==> config.mk <==
export PLATFORM = sky130hd
export DESIGN_NAME = des_iter_core
export DESIGN_NICKNAME = d
export VERILOG_FILES = /design/src/rtl/des_pkg.sv /design/src/rtl/des_round.sv /design/src/rtl/des_iter_core.sv
export SDC_FILE = /design/constraint.sdc
export NUM_CORES = 1
export LEC_CHECK = 0
export ABC_AREA = 0
export CORE_ASPECT_RATIO = 1.75
export CORE_MARGIN = 3
export CORE_UTILIZATION = 55
export DETAILED_ROUTE_END_ITERATION = 7
export PLACE_DENSITY = 0.85
export SLEW_MARGIN = 25
export SYNTH_ARGS = -nofsm -noshare
export SYNTH_HDL_FRONTEND = slang
export SYNTH_SLANG_ARGS = --single-unit
==> constraint.sdc <==
create_clock -name clk -period 13 [get_ports clk]
set_clock_uncertainty 0.05 [all_clocks]
set_input_delay 1.3 -clock clk [delete_from_list [all_inputs] [get_ports clk]]
set_output_delay 1.3 -clock clk [all_outputs]
set_load 0.1 [all_outputs]
==> src/rtl/des_pkg.sv <==
// DES constants and helpers shared by des_iter_core and des_round.
// Bit numbering throughout: vector bit (W-1) is DES bit 1, so a DES table entry t
// selects vector bit (W_in - t) and output position k (0-based) lands on bit (W_out-1-k).
package des_pkg;

  typedef enum logic [1:0] {IDLE, RUN, DONE} state_t;

  localparam int unsigned IP_T [64] = '{
    58, 50, 42, 34, 26, 18, 10, 2, 60, 52, 44, 36, 28, 20, 12, 4,
    62, 54, 46, 38, 30, 22, 14, 6, 64, 56, 48, 40, 32, 24, 16, 8,
    57, 49, 41, 33, 25, 17,  9, 1, 59, 51, 43, 35, 27, 19, 11, 3,
    61, 53, 45, 37, 29, 21, 13, 5, 63, 55, 47, 39, 31, 23, 15, 7};

  localparam int unsigned FP_T [64] = '{
    40, 8, 48, 16, 56, 24, 64, 32, 39, 7, 47, 15, 55, 23, 63, 31,
    38, 6, 46, 14, 54, 22, 62, 30, 37, 5, 45, 13, 53, 21, 61, 29,
    36, 4, 44, 12, 52, 20, 60, 28, 35, 3, 43, 11, 51, 19, 59, 27,
    34, 2, 42, 10, 50, 18, 58, 26, 33, 1, 41,  9, 49, 17, 57, 25};

  localparam int unsigned E_T [48] = '{
    32,  1,  2,  3,  4,  5,  4,  5,  6,  7,  8,  9,
     8,  9, 10, 11, 12, 13, 12, 13, 14, 15, 16, 17,
    16, 17, 18, 19, 20, 21, 20, 21, 22, 23, 24, 25,
    24, 25, 26, 27, 28, 29, 28, 29, 30, 31, 32,  1};

  localparam int unsigned P_T [32] = '{
    16,  7, 20, 21, 29, 12, 28, 17,  1, 15, 23, 26,  5, 18, 31, 10,
     2,  8, 24, 14, 32, 27,  3,  9, 19, 13, 30,  6, 22, 11,  4, 25};

  localparam int unsigned PC1_T [56] = '{
    57, 49, 41, 33, 25, 17,  9,  1, 58, 50, 42, 34, 26, 18,
    10,  2, 59, 51, 43, 35, 27, 19, 11,  3, 60, 52, 44, 36,
    63, 55, 47, 39, 31, 23, 15,  7, 62, 54, 46, 38, 30, 22,
    14,  6, 61, 53, 45, 37, 29, 21, 13,  5, 28, 20, 12,  4};

  localparam int unsigned PC2_T [48] = '{
    14, 17, 11, 24,  1,  5,  3, 28, 15,  6, 21, 10,
    23, 19, 12,  4, 26,  8, 16,  7, 27, 20, 13,  2,
    41, 52, 31, 37, 47, 55, 30, 40, 51, 45, 33, 48,
    44, 49, 39, 56, 34, 53, 46, 42, 50, 36, 29, 32};

  localparam int unsigned SHIFT [16] = '{1, 1, 2, 2, 2, 2, 2, 2, 1, 2, 2, 2, 2, 2, 2, 1};

  // Each box stored row-major: entry [row*16 + col].
  localparam logic [3:0] SBOX [8][64] = '{
    '{14, 4,13, 1, 2,15,11, 8, 3,10, 6,12, 5, 9, 0, 7,  0,15, 7, 4,14, 2,13, 1,10, 6,12,11, 9, 5, 3, 8,
       4, 1,14, 8,13, 6, 2,11,15,12, 9, 7, 3,10, 5, 0, 15,12, 8, 2, 4, 9, 1, 7, 5,11, 3,14,10, 0, 6,13},
    '{15, 1, 8,14, 6,11, 3, 4, 9, 7, 2,13,12, 0, 5,10,  3,13, 4, 7,15, 2, 8,14,12, 0, 1,10, 6, 9,11, 5,
       0,14, 7,11,10, 4,13, 1, 5, 8,12, 6, 9, 3, 2,15, 13, 8,10, 1, 3,15, 4, 2,11, 6, 7,12, 0, 5,14, 9},
    '{10, 0, 9,14, 6, 3,15, 5, 1,13,12, 7,11, 4, 2, 8, 13, 7, 0, 9, 3, 4, 6,10, 2, 8, 5,14,12,11,15, 1,
      13, 6, 4, 9, 8,15, 3, 0,11, 1, 2,12, 5,10,14, 7,  1,10,13, 0, 6, 9, 8, 7, 4,15,14, 3,11, 5, 2,12},
    '{ 7,13,14, 3, 0, 6, 9,10, 1, 2, 8, 5,11,12, 4,15, 13, 8,11, 5, 6,15, 0, 3, 4, 7, 2,12, 1,10,14, 9,
      10, 6, 9, 0,12,11, 7,13,15, 1, 3,14, 5, 2, 8, 4,  3,15, 0, 6,10, 1,13, 8, 9, 4, 5,11,12, 7, 2,14},
    '{ 2,12, 4, 1, 7,10,11, 6, 8, 5, 3,15,13, 0,14, 9, 14,11, 2,12, 4, 7,13, 1, 5, 0,15,10, 3, 9, 8, 6,
       4, 2, 1,11,10,13, 7, 8,15, 9,12, 5, 6, 3, 0,14, 11, 8,12, 7, 1,14, 2,13, 6,15, 0, 9,10, 4, 5, 3},
    '{12, 1,10,15, 9, 2, 6, 8, 0,13, 3, 4,14, 7, 5,11, 10,15, 4, 2, 7,12, 9, 5, 6, 1,13,14, 0,11, 3, 8,
       9,14,15, 5, 2, 8,12, 3, 7, 0, 4,10, 1,13,11, 6,  4, 3, 2,12, 9, 5,15,10,11,14, 1, 7, 6, 0, 8,13},
    '{ 4,11, 2,14,15, 0, 8,13, 3,12, 9, 7, 5,10, 6, 1, 13, 0,11, 7, 4, 9, 1,10,14, 3, 5,12, 2,15, 8, 6,
       1, 4,11,13,12, 3, 7,14,10,15, 6, 8, 0, 5, 9, 2,  6,11,13, 8, 1, 4,10, 7, 9, 5, 0,15,14, 2, 3,12},
    '{13, 2, 8, 4, 6,15,11, 1,10, 9, 3,14, 5, 0,12, 7,  1,15,13, 8,10, 3, 7, 4,12, 5, 6,11, 0,14, 9, 2,
       7,11, 4, 1, 9,12,14, 2, 0, 6,10,13,15, 3, 5, 8,  2, 1,14, 7, 4,10, 8,13,15,12, 9, 0, 3, 5, 6,11}};

  function automatic logic [63:0] ip_perm(logic [63:0] x);
    logic [63:0] y;
    y = '0;
    for (int unsigned k = 0; k < 64; k++) y[6'(63 - k)] = x[6'(64 - IP_T[k])];
    return y;
  endfunction

  function automatic logic [63:0] fp_perm(logic [63:0] x);
    logic [63:0] y;
    y = '0;
    for (int unsigned k = 0; k < 64; k++) y[6'(63 - k)] = x[6'(64 - FP_T[k])];
    return y;
  endfunction

  function automatic logic [47:0] e_expand(logic [31:0] x);
    logic [47:0] y;
    y = '0;
    for (int unsigned k = 0; k < 48; k++) y[6'(47 - k)] = x[5'(32 - E_T[k])];
    return y;
  endfunction

  function automatic logic [31:0] p_perm(logic [31:0] x);
    logic [31:0] y;
    y = '0;
    for (int unsigned k = 0; k < 32; k++) y[5'(31 - k)] = x[5'(32 - P_T[k])];
    return y;
  endfunction

  // Parity bits (DES 8,16..64) are simply never selected.
  function automatic logic [55:0] pc1_perm(logic [63:0] x);
    logic [55:0] y;
    y = '0;
    for (int unsigned k = 0; k < 56; k++) y[6'(55 - k)] = x[6'(64 - PC1_T[k])];
    return y;
  endfunction

  function automatic logic [47:0] pc2_perm(logic [55:0] x);
    logic [47:0] y;
    y = '0;
    for (int unsigned k = 0; k < 48; k++) y[6'(47 - k)] = x[6'(56 - PC2_T[k])];
    return y;
  endfunction

  // Row = outer bits b1,b6; column = inner bits b2..b5.
  function automatic logic [31:0] sbox_sub(logic [47:0] x);
    logic [31:0] y;
    logic [5:0]  six;
    y = '0;
    for (int unsigned n = 0; n < 8; n++) begin
      six = x[6'(47 - 6 * n) -: 6];
      y[5'(31 - 4 * n) -: 4] = SBOX[3'(n)][{six[5], six[0], six[4:1]}];
    end
    return y;
  endfunction

  // Rotation applied before round idx (0-based). Decrypt walks the schedule backwards:
  // round 0 uses the unrotated key, round j>0 undoes the encrypt shift of round 16-j.
  function automatic logic [1:0] key_shift(logic decrypt, logic [3:0] idx);
    if (!decrypt)        return 2'(SHIFT[idx]);
    else if (idx == '0)  return 2'd0;
    else                 return 2'(SHIFT[4'(5'd16 - 5'(idx))]);
  endfunction

  function automatic logic [27:0] rotl28(logic [27:0] x, logic [1:0] n);
    case (n)
      2'd1:    return {x[26:0], x[27]};
      2'd2:    return {x[25:0], x[27:26]};
      default: return x;
    endcase
  endfunction

  function automatic logic [27:0] rotr28(logic [27:0] x, logic [1:0] n);
    case (n)
      2'd1:    return {x[0], x[27:1]};
      2'd2:    return {x[1:0], x[27:2]};
      default: return x;
    endcase
  endfunction

endpackage

==> src/rtl/des_round.sv <==
// One combinational DES round with on-the-fly key rotation.
//   l, r         : current Feistel halves
//   c, d         : current key halves (28 bits each)
//   decrypt      : 0 = rotate left (encrypt schedule), 1 = rotate right (decrypt schedule)
//   round_idx    : 0-based round number
//   l_next..d_next : halves after this round; c_next/d_next feed the next round
module des_round
  import des_pkg::*;
(
  input  logic [31:0] l,
  input  logic [31:0] r,
  input  logic [27:0] c,
  input  logic [27:0] d,
  input  logic        decrypt,
  input  logic [3:0]  round_idx,
  output logic [31:0] l_next,
  output logic [31:0] r_next,
  output logic [27:0] c_next,
  output logic [27:0] d_next
);

  logic [1:0]  amt;
  logic [47:0] subkey;

  always_comb begin
    amt = key_shift(decrypt, round_idx);
    if (decrypt) begin
      c_next = rotr28(c, amt);
      d_next = rotr28(d, amt);
    end else begin
      c_next = rotl28(c, amt);
      d_next = rotl28(d, amt);
    end
    subkey = pc2_perm({c_next, d_next});
    l_next = r;
    r_next = l ^ p_perm(sbox_sub(e_expand(r) ^ subkey));
  end

endmodule

==> src/rtl/des_iter_core.sv <==
// Iterative DES engine, one 64-bit block in flight, ROUNDS_PER_CYCLE rounds per clock.
//   clk, rst              : clock (rising edge), asynchronous active-high reset
//   in_valid/in_ready     : input handshake; in_ready high only in IDLE
//   in_decrypt            : 0 = encrypt, 1 = decrypt
//   in_data, in_key       : block and key (bit 63 = DES bit 1, key parity ignored)
//   out_valid/out_ready   : output handshake; out_data held until accepted
//   out_data              : result (bit 63 = DES bit 1)
//   busy                  : high while a block is being processed or waiting to drain
module des_iter_core
  import des_pkg::*;
#(
  parameter int unsigned ROUNDS_PER_CYCLE = 1
) (
  input  logic        clk,
  input  logic        rst,
  input  logic        in_valid,
  output logic        in_ready,
  input  logic        in_decrypt,
  input  logic [63:0] in_data,
  input  logic [63:0] in_key,
  output logic        out_valid,
  input  logic        out_ready,
  output logic [63:0] out_data,
  output logic        busy
);

  if (!(ROUNDS_PER_CYCLE == 1 || ROUNDS_PER_CYCLE == 2 || ROUNDS_PER_CYCLE == 4 ||
        ROUNDS_PER_CYCLE == 8 || ROUNDS_PER_CYCLE == 16)) begin : g_bad_rpc
    $error("des_iter_core: ROUNDS_PER_CYCLE must be 1, 2, 4, 8 or 16");
  end

  state_t      state, state_next;
  logic [4:0]  cnt_q;
  logic [31:0] l_q, r_q;
  logic [27:0] c_q, d_q;
  logic        mode_q;
  logic [63:0] out_q;
  logic        last_step;

  logic [31:0] l_ch [ROUNDS_PER_CYCLE + 1];
  logic [31:0] r_ch [ROUNDS_PER_CYCLE + 1];
  logic [27:0] c_ch [ROUNDS_PER_CYCLE + 1];
  logic [27:0] d_ch [ROUNDS_PER_CYCLE + 1];

  assign l_ch[0] = l_q;
  assign r_ch[0] = r_q;
  assign c_ch[0] = c_q;
  assign d_ch[0] = d_q;

  for (genvar k = 0; k < ROUNDS_PER_CYCLE; k++) begin : g_round
    des_round u_round (
      .l         (l_ch[k]),
      .r         (r_ch[k]),
      .c         (c_ch[k]),
      .d         (d_ch[k]),
      .decrypt   (mode_q),
      .round_idx (cnt_q[3:0] + 4'(k)),
      .l_next    (l_ch[k + 1]),
      .r_next    (r_ch[k + 1]),
      .c_next    (c_ch[k + 1]),
      .d_next    (d_ch[k + 1])
    );
  end

  assign last_step = (cnt_q == 5'(16 - ROUNDS_PER_CYCLE));
  assign in_ready  = (state == IDLE);
  assign busy      = (state != IDLE);
  assign out_valid = (state == DONE);
  assign out_data  = out_q;

  always_ff @(posedge clk or posedge rst) begin
    if (rst) state <= IDLE;
    else     state <= state_next;
  end

  always_comb begin
    state_next = state;
    unique case (state)
      IDLE:    if (in_valid)  state_next = RUN;
      RUN:     if (last_step) state_next = DONE;
      DONE:    if (out_ready) state_next = IDLE;
      default: state_next = IDLE;
    endcase
  end

  always_ff @(posedge clk or posedge rst) begin
    if (rst) begin
      cnt_q  <= '0;
      l_q    <= '0;
      r_q    <= '0;
      c_q    <= '0;
      d_q    <= '0;
      mode_q <= 1'b0;
      out_q  <= '0;
    end else begin
      unique case (state)
        IDLE: if (in_valid) begin
          {l_q, r_q} <= ip_perm(in_data);
          {c_q, d_q} <= pc1_perm(in_key);
          mode_q     <= in_decrypt;
          cnt_q      <= '0;
        end
        RUN: begin
          l_q   <= l_ch[ROUNDS_PER_CYCLE];
          r_q   <= r_ch[ROUNDS_PER_CYCLE];
          c_q   <= c_ch[ROUNDS_PER_CYCLE];
          d_q   <= d_ch[ROUNDS_PER_CYCLE];
          cnt_q <= cnt_q + 5'(ROUNDS_PER_CYCLE);
          // Final halves are swapped before the inverse permutation.
          if (last_step) out_q <= fp_perm({r_ch[ROUNDS_PER_CYCLE], l_ch[ROUNDS_PER_CYCLE]});
        end
        default: ;
      endcase
    end
  end

endmodule

; After elaboration in Yosys (flattened, before gate mapping)
; Memories as Yosys holds them, arrays and structs flattened.
; Index checks and enable logic that the tools add are counted.
[classes]
mul = 0
n_reduce_logical = 9
n_eq_ne = 9
n_mux = 42
div_mod_pow = 0
n_addsub = 2
shifts = 0
magnitude_cmp = 10
bitwise_logic = 12
[op_table]
columns = cell, n
row1 = case mux 28 bit (2 select lines), 6
row2 = case mux 32 bit (2 select lines), 2
row3 = 2-to-1 mux 28 bit, 4
row4 = 2-to-1 mux 32 bit, 2
row5 = 2-to-1 mux 4 bit, 16
row6 = greater-or-equal comparator 7 bit (second input constant), 8
row7 = NOT 6 -> 7 bit, 8
row8 = XOR 48 bit, 1
row9 = XOR 32 bit, 1
row10 = 2-to-1 mux 2 bit, 9
row11 = greater-or-equal comparator 5 bit (second input constant), 2
row12 = NOT 4 -> 5 bit, 2
row13 = case mux 5 bit (2 select lines), 1
row14 = case mux 2 bit (3 select lines), 1
row15 = AND reduction 2 bit, 3
row16 = AND reduction 3 bit, 2
row17 = adder 5 x 1 -> 5 bit (second input constant), 1
row18 = == test 5 x 4 -> 1 bit (second input constant), 1
row19 = 2-to-1 mux 5 bit, 1
row20 = == test 2 x 1 -> 1 bit (second input constant), 2
row21 = == test 2 bit (second input constant), 2
row22 = zero test 4 bit, 1
row23 = != test 2 bit (second input constant), 2
row24 = nonzero test 2 bit, 2
row25 = 4 further kinds, 4
[totals]
romBits = 3072
latchBits = 0
reg_bits = 192
mem_bits_rw = 0
output_inout_bits = 67
n_memories = 10
wordCells = 104
in_bits = 133
[memory_table]
columns = memory, depth, width, rd, rd_ports_with_merged_regs, write_ports, line_no
row1 = (name not given), 16, 32, 1, 0, 0, des_pkg.sv:121  ; if (!decrypt) return 2'(SHIFT[idx]);
row2 = (name not given), 16, 32, 1, 0, 0, des_pkg.sv:123  ; else return 2'(SHIFT[4'(5'd16 - 5'(idx))]);
row3 = (name not given), 64, 4, 1, 0, 0, des_pkg.sv:113  ; y[5'(31 - 4 * n) -: 4] = SBOX[3'(n)][{six[5], six[0], six[4:1]}];
row4 = (name not given), 64, 4, 1, 0, 0, des_pkg.sv:113
row5 = (name not given), 64, 4, 1, 0, 0, des_pkg.sv:113
row6 = (name not given), 64, 4, 1, 0, 0, des_pkg.sv:113
row7 = +4 memories, n/a, n/a, n/a, n/a, n/a, n/a

; Depth between registers and ports, before layout
; Gate-level depths: netlist of the first run.
[logic_depth]
ltp_word = 17
ltp_mapped = 29
depth_no_buf = 21

; By module
; From an unflattened synthesis of the first run, not the netlist that was laid out.
[hier_totals]
cells_unflattened = 2310
hier_area_um2 = 19791.5
[modules_own_cells]
columns = mod, cells_per_inst, seq_area_each_um2, area_per_inst_um2, n_inst
row1 = des_round, 1481, 0.0, 11461.0, 1
row2 = des_iter_core, 829, 4804.6, 8330.5, 1

; Worst setup path after synthesis of the first run
; No wires, ideal clock.
[synth_timing]
kind = register to register
start = register mode_q
end = register r_q[20]
synth_period_minus_slack_ps = 5597
n_path_buf = 12
slack_ps = 7403
stages_incl_launch_ff = 27
arrival_time_ps = 5405
setup_time_ps = 142
required_time_ps = 12808
cell_sequence = dfrtp_1 -> buf_4 -> buf_6 -> buf_4 -> buf_2 -> buf_4 -> buf_2 -> buf_2 -> buf_1 -> nor3_1 -> a31o_2 -> ha_1 -> buf_6 -> buf_6 -> buf_6 -> a22oi_1 -> mux2_2 -> nor4_4 -> ha_1 -> clkbuf_1 -> inv_1 -> nor3_1 -> a221oi_1 -> mux2_2 -> o22ai_1 -> xor2_1 -> o221ai_1
[synth_via]
elab_chain_cells = 11
elab_cells_between_ends = 13
classes_between = 2 x eq/ne / 7 x mux / 3 x bitwise / 1 x memory
[synth_rtl]
columns = item, line_no
row1 = "start, declared", des_iter_core.sv:36  ; logic mode_q;
row2 = "start signal, assigned", des_iter_core.sv:100  ; mode_q <= in_decrypt;
row3 = 2-to-1 mux 2 bit, des_pkg.sv:121
row4 = == test 2 bit or == test 2 x 1 -> 1 bit (tied branches), "des_pkg.sv:127, des_pkg.sv:135"
row5 = "case mux 28 bit (2 select lines), on equally long branches", "des_pkg.sv:127, des_pkg.sv:135"
row6 = 2-to-1 mux 28 bit *, des_round.sv:27  ; if (decrypt) begin
row7 = XOR 48 bit *, des_round.sv:36  ; r_next = l ^ p_perm(sbox_sub(e_expand(r) ^ subkey));
row8 = NOT 6 -> 7 bit (not written as such) *, des_pkg.sv:113
row9 = memory read (64 x 4 bit) *, n/a
row10 = 2-to-1 mux 4 bit (not written as such) * (2 in a row), des_pkg.sv:113
row11 = XOR 32 bit *, des_round.sv:36
row12 = case mux 32 bit (2 select lines) *, des_iter_core.sv:96  ; unique case (state)
row13 = "end signal, assigned", des_iter_core.sv:98  ; {l_q, r_q} <= ip_perm(in_data);
row14 = "end signal, assigned", des_iter_core.sv:105  ; r_q <= r_ch[ROUNDS_PER_CYCLE];
row15 = "end, declared", des_iter_core.sv:34  ; logic [31:0] l_q, r_q;
; Mark *: on every way between the ends. The rest lies on a longest branch, timed or not. The select of a mux whose other input is x is not followed.
; A chain may end at the register's enable or synchronous reset.

; Worst setup path after layout of the first run
[layout_timing]
start = register cnt_q[1]
end = register r_q[8]
[layout_via]
elab_chain_cells = 17
elab_cells_between_ends = 24
classes_between = 1 x add/sub / 2 x eq/ne / 12 x mux / 5 x bitwise / 1 x reduce/logical / 3 x memory
[layout_rtl]
columns = item, line_no
row1 = "start, declared", des_iter_core.sv:33  ; logic [4:0] cnt_q;
row2 = "start signal, assigned", des_iter_core.sv:108  ; cnt_q <= cnt_q + 5'(ROUNDS_PER_CYCLE);
row3 = subtractor 1 x 4 -> 4 bit, des_pkg.sv:123
row4 = NOT 4 -> 5 bit (not written as such), des_pkg.sv:123
row5 = memory read (16 x 32 bit), n/a
row6 = 2-to-1 mux 2 bit (not written as such) (2 in a row), des_pkg.sv:123
row7 = 2-to-1 mux 2 bit, des_pkg.sv:122  ; else if (idx == '0) return 2'd0;
row8 = 2-to-1 mux 2 bit *, des_pkg.sv:121
row9 = == test 2 bit or == test 2 x 1 -> 1 bit (tied branches), "des_pkg.sv:127, des_pkg.sv:135"
row10 = "case mux 28 bit (2 select lines), on equally long branches", "des_pkg.sv:127, des_pkg.sv:135"
row11 = 2-to-1 mux 28 bit *, des_round.sv:27
row12 = XOR 48 bit *, des_round.sv:36
row13 = NOT 6 -> 7 bit (not written as such) *, des_pkg.sv:113
row14 = memory read (64 x 4 bit) *, n/a
row15 = 2-to-1 mux 4 bit (not written as such) * (2 in a row), des_pkg.sv:113
row16 = XOR 32 bit *, des_round.sv:36
row17 = case mux 32 bit (2 select lines) *, des_iter_core.sv:96
; Marked as above.

==> flow_summary.json, run 1 <==
{
  "io_buffers": 191,
  "cp_top_family": "buffers and inverters",
  "period_needed_ns": 6.90,
  "grt_pass1_wl_um": 96200,
  "min_path_cells": 2,
  "status": "finished, final reports clean",
  "grt_max_degree": 131,
  "num_vias": 18723,
  "rrSetupSlack_ns": 6.10,
  "yosysSeqAreaShare_pct": 25.2,
  "synth_top_area_cell": "dfrtp_1",
  "multi_input_area_um2": 12800,
  "hold_path_class": "reg -> reg",
  "path_buf_inv": 5,
  "route.detailed.drc": 0,
  "die_area_um2": 37100,
  "yosysTopAreaCellShare_pct": 25.2,
  "ff_latch_area_um2": 4810,
  "drive_gt1_share_pct": 8.91,
  "hpwl_um": 42900,
  "setup_violations": 0,
  "syn-cell-area_um2": 19100,
  "finalCritPeriodShare_pct": 53.1,
  "critPathMostFrequentCell": "inv_1",
  "yosysUniqueCellTypes": 100,
  "grt_pass1_vias": 17777,
  "mostFrequentLayoutCells": "199 x nand2_1, 190 x dfrtp_1, 190 x clkdlybuf4s50_1",
  "async_reset_ff_share_pct": 100,
  "synth-edff-count": 0,
  "tns_ns": 0,
  "max_stage_delay_ns": 0.86,
  "path_cells": "inv_1 -> ha_1 -> mux2_2 -> nor2_1 -> a21oi_1 -> nand2b_1 -> a21o_1 -> ha_4 -> buf_4 -> buf_4 -> and3b_1 -> mux2i_1 -> nand3_2 -> inv_1 -> ha_1 -> inv_1 -> nor2_1 -> o32ai_1 -> a211oi_1 -> a31oi_1 -> xnor2_1 -> a21oi_1",
  "track_usage_pct": 32.0,
  "rr_startpoint": "cnt_q[1]",
  "ys_top_cells_by_area": "dfrtp_1 25%, mux2i_1 8.5%, a21oi_1 4.4%",
  "start_util_pct": 56.2,
  "clk_pin_slew_ns": 0.08,
  "antenna_found_initial": 0,
  "rsz0062_at_grt": "false",
  "cts_buffers": 17,
  "yosys_most_used_dff": "dfrtp_1",
  "syn-num-nets": 2516,
  "start_kind": "flop",
  "synth_seq_cells": 192,
  "critical_path_required_ns": 13.25,
  "nNetsFinal": 2484,
  "die_w_um": 147,
  "end_kind": "flop",
  "layout_commonest_cell": "nand2_1",
  "postSynthAreaPerCell_um2": 8.22,
  "antenna_cells": 0,
  "dieHeight_um": 252,
  "cts_tree": "yes",
  "fp.coreArea_um2": 34000,
  "final.hold.worst_slack_ns": 0.441,
  "cts_resized": 0,
  "wl_um": 62000,
  "maxCapViolations": 0,
  "hold_viol": 0,
  "worst_slew_pin_slew_ns": 1.04,
  "worst_path_max_delay_cell": "buf_4",
  "slew_violations": 0,
  "holdBufCountCts": 0,
  "r2r_end": "r_q[8]",
  "n_fill_cell": 2917,
  "crit_type": "reg -> reg",
  "routabilityCongestion": 0.930,
  "cts_setup_buffers": 0,
  "yosysWarnings": 0,
  "syn_to_final_growth_pct": 10.2,
  "cts_root_buffer": "clkbuf_16",
  "routedWlPerCell_um": 22.5,
  "design.portCount": 200,
  "ff2ff_path_depth": 22,
  "drt_iter0_drc": 2141,
  "synthCells": 2321,
  "clock_sinks": 192,
  "hold_start": "out_data[12]",
  "holdPathEnd": "out_data[12]",
  "h-tree-depth": 4,
  "slew-limit-headroom_pct": 30.3,
  "cts_buffer_depth": 2,
  "post_drt_via_cell_ratio": 6.80,
  "ant_nets": 0,
  "grt.overflow.total": 0,
  "rows": 89,
  "drtPass1Iterations": 7,
  "fmax_ghz": 0.145,
  "critPathMaxFanout": 107,
  "clkLatencyLatePin_ns": 0.47,
  "critPathArrivalTime_ns": 7.15
}
## cells by family (layout without fill, tap and decap cells)
logic type                 after synthesis  count (layout)  share of synthesized area (%)
AOI/OAI and AO/OA                      738             738                           26.6
and+or+nand+nor                        708             708                           19.9
buffers and inverters                  318             297                           7.99
muxes                                  239             239                           13.2
DFF                                    192             192                           25.2
xor gates and xnor gates                64              64                           3.02
adders and majority gates               62              62                           4.06
## area by class of cell
type                       instances  share of cell area (%)
multi-input combinational       1811                    61.1
sequential                       192                    22.9
timing repair buffer             211                    9.80
tap                              455                    2.71
clock buffer                      18                    2.04
inverter                          56                    1.03
clock inverter                    12                   0.482
## tightest hold or removal path, cell delays in order, from the launching register on
cell	delay (ns)
dfrtp_1	0.35
nand2_1	0.04
o21ai_0	0.06
## synth_stat cells, types with 18 or more instances
master    count
nand2_1     202
dfrtp_1     192
a21oi_1     167
mux2i_1     163
clkbuf_1    155
nor2_1      143
o21ai_0      88
a22oi_1      79
nor3b_1      74
mux2_2       70
ha_1         62
nor3_1       58
a211oi_1     51
buf_2        51
o22a_1       50
a31oi_1      48
inv_1        47
xnor2_1      46
o22ai_1      38
nor2b_1      37
o21ai_1      33
nand3_1      31
and2_1       29
and3_1       26
o211ai_1     25
buf_6        24
buf_4        23
and3b_1      22
o221ai_1     18
## flip-flops by register name, indices dropped and copies added (netlist names)
signal and flops:
c_q 28, cnt_q 5, d_q 28, l_q 32, mode_q 1, out_data 64, r_q 32, state 2
## routing by layer
| layer | part of all wire (%) | GRT usage (%) |
|---|---|---|
| met5 | 0 | 0 |
| met4 | 5.6 | 17.5 |
| met3 | 8.4 | 5.58 |
| met2 | 48 | 53.2 |
| met1 | 38 | 39.5 |
## worst max path at each step
stage              from      to  slack, ns  cells past startpoint
2_1_floorplan       rst  c_q[0]       6.42                      1
3_3_place_gp   cnt_q[0]  r_q[8]       6.41                     22
3_5_place_dp   cnt_q[1]  r_q[8]       6.22                     22
4_1_cts        cnt_q[1]  r_q[8]       6.19                     22
5_1_grt        cnt_q[1]  r_q[8]       5.62                     22
6_report       cnt_q[1]  r_q[8]       6.10                     22
## per-stage QoR
step | std cells | utilization [%] | instance area (um2) | worst slack, ns
floorplan | 2321 | - | 19100 | 6.42
global placement | 2724 | 60.2 | 20500 | 6.41
detailed placement | 2724 | 60.3 | 20500 | 6.22
CTS | 2754 | 61.8 | 21000 | 6.19
global route | 2755 | 61.9 | 21000 | 5.62
finish | 2755 | 61.9 | 21000 | 6.10
Power of run 1 is not shown: default switching activity piles up to over one toggle a cycle in this logic, so the estimate is an artifact.
==> run 2, diff against run 1 <==
Clock period 13 ns to 6.7 ns, I/O delays scaled along.
==> flow_summary.json, run 2 (synthesis results as in run 1) <==
{
  "die_w_um": 147,
  "drtPass1Iterations": 7,
  "maxCapViolations": 0,
  "holdBufCountCts": 0,
  "dieHeight_um": 252,
  "route.detailed.drc": 0,
  "ant_nets": 0,
  "clock_sinks": 192,
  "layout_commonest_cell": "nand2_1",
  "io_buffers": 191,
  "clk_pin_slew_ns": 0.08,
  "end_kind": "flop",
  "fmax_ghz": 0.170,
  "nNetsFinal": 2499,
  "finalCritPeriodShare_pct": 87.5,
  "critPathArrivalTime_ns": 6.13,
  "cts_resized": 0,
  "slew_violations": 0,
  "rrSetupSlack_ns": 0.83,
  "syn_to_final_growth_pct": 11.0,
  "r2r_end": "r_q[20]",
  "final.hold.worst_slack_ns": 0.439,
  "post_drt_via_cell_ratio": 6.85,
  "slew-limit-headroom_pct": 30.4,
  "drive_gt1_share_pct": 9.46,
  "grt_max_degree": 128,
  "critical_path_required_ns": 6.97,
  "crit_type": "reg -> reg",
  "cts_buffer_depth": 2,
  "track_usage_pct": 32.6,
  "grt.overflow.total": 0,
  "routabilityCongestion": 0.936,
  "tns_ns": 0,
  "multi_input_area_um2": 12800,
  "setup_violations": 0,
  "start_util_pct": 56.2,
  "start_kind": "flop",
  "design.portCount": 200,
  "routedWlPerCell_um": 22.7,
  "cts_root_buffer": "clkbuf_16",
  "antenna_found_initial": 0,
  "cts_tree": "yes",
  "rsz0062_at_grt": "false",
  "drt_iter0_drc": 1961,
  "rows": 89,
  "ff_latch_area_um2": 4810,
  "worst_slew_pin_slew_ns": 1.04,
  "crit_end": "r_q[20]",
  "status": "finished, final reports clean",
  "cts_buffers": 17,
  "critPathMaxFanout": 65,
  "grt_pass1_wl_um": 97500,
  "grt_pass1_vias": 17943,
  "fp.coreArea_um2": 34000,
  "ff2ff_path_depth": 21,
  "num_vias": 18988,
  "cts_setup_buffers": 0,
  "n_fill_cell": 2843,
  "hold_viol": 0,
  "wl_um": 62900,
  "die_area_um2": 37100,
  "largest_reg_flops": 64,
  "h-tree-depth": 4,
  "hold_path_class": "reg -> reg",
  "clkLatencyLatePin_ns": 0.47,
  "rr_startpoint": "cnt_q[1]",
  "period_needed_ns": 5.87,
  "hpwl_um": 44000,
  "critical_path.startpoint": "cnt_q[1]",
  "mostFrequentLayoutCells": "199 x nand2_1, 190 x dfrtp_1, 190 x clkdlybuf4s50_1"
}
==> run 2: changes by cell type in the layout (fill, tap and decap cells not counted), sizes merged <==
cell	previous run	this run
buf	21	36
inv	62	59
bufinv	0	2
clkinv	5	6
diode	0	1
==> run 2: worst max-delay path, stage by stage (launching register included) <==
cell and delay [ns]:
dfrtp_1 0.43, inv_1 0.11, ha_1 0.24, mux2_2 0.35
nor2_1 0.09, a21oi_1 0.06, nand2b_1 0.15, a21o_1 0.21
ha_4 0.67, buf_4 0.53, o21ai_0 0.22, o2111ai_2 0.13
buf_4 0.24, inv_1 0.12, ha_1 0.50, inv_1 0.15
nor3_1 0.21, a221oi_1 0.07, mux2_2 0.30, o22ai_1 0.38
xor2_1 0.29, o221ai_1 0.14
==> run 2: area by class of cell <==
cell class                 instances  area share, %
antenna                            1         0.0118
multi-input combinational       1811           60.6
timing repair buffer             226           10.3
clock buffer                      18           2.03
sequential                       192           22.7
clock inverter                    12          0.638
inverter                          56           1.03
tap                              455           2.69
==> run 2: worst min-delay path by stage <==
stage	depth (start not counted)	to	slack, ns	start
after floorplan	2	cnt_q[4]	0.43	cnt_q[4]
after global placement	2	out_data[12]	0.42	out_data[12]
after detailed placement	2	out_data[34]	0.42	out_data[34]
after CTS	2	out_data[34]	0.44	out_data[34]
after global routing	2	out_data[34]	0.47	out_data[34]
final	2	out_data[34]	0.44	out_data[34]
==> run 2: routing by layer <==
metal | share of wire [%] | up-vias | GRT usage, %
met1 | 38 | 9059 | 40.1
met2 | 47 | 1125 | 53.4
li1 | - | 8551 | -
met4 | 6.5 | 0 | 20.6
met5 | 0 | - | 0
met3 | 8.6 | 253 | 4.74
==> run 2: per-stage QoR <==
step,cells,cell area [um2],setup slack (ns),util (%)
floorplan,2321,19100,0.753,-
global placement,2740,20600,1.13,60.6
detailed placement,2740,20600,1.01,60.7
CTS,2770,21200,0.926,62.3
global route,2770,21200,0.422,62.4
finish,2771,21200,0.835,62.4
Power of run 2 is left out for the same reason.
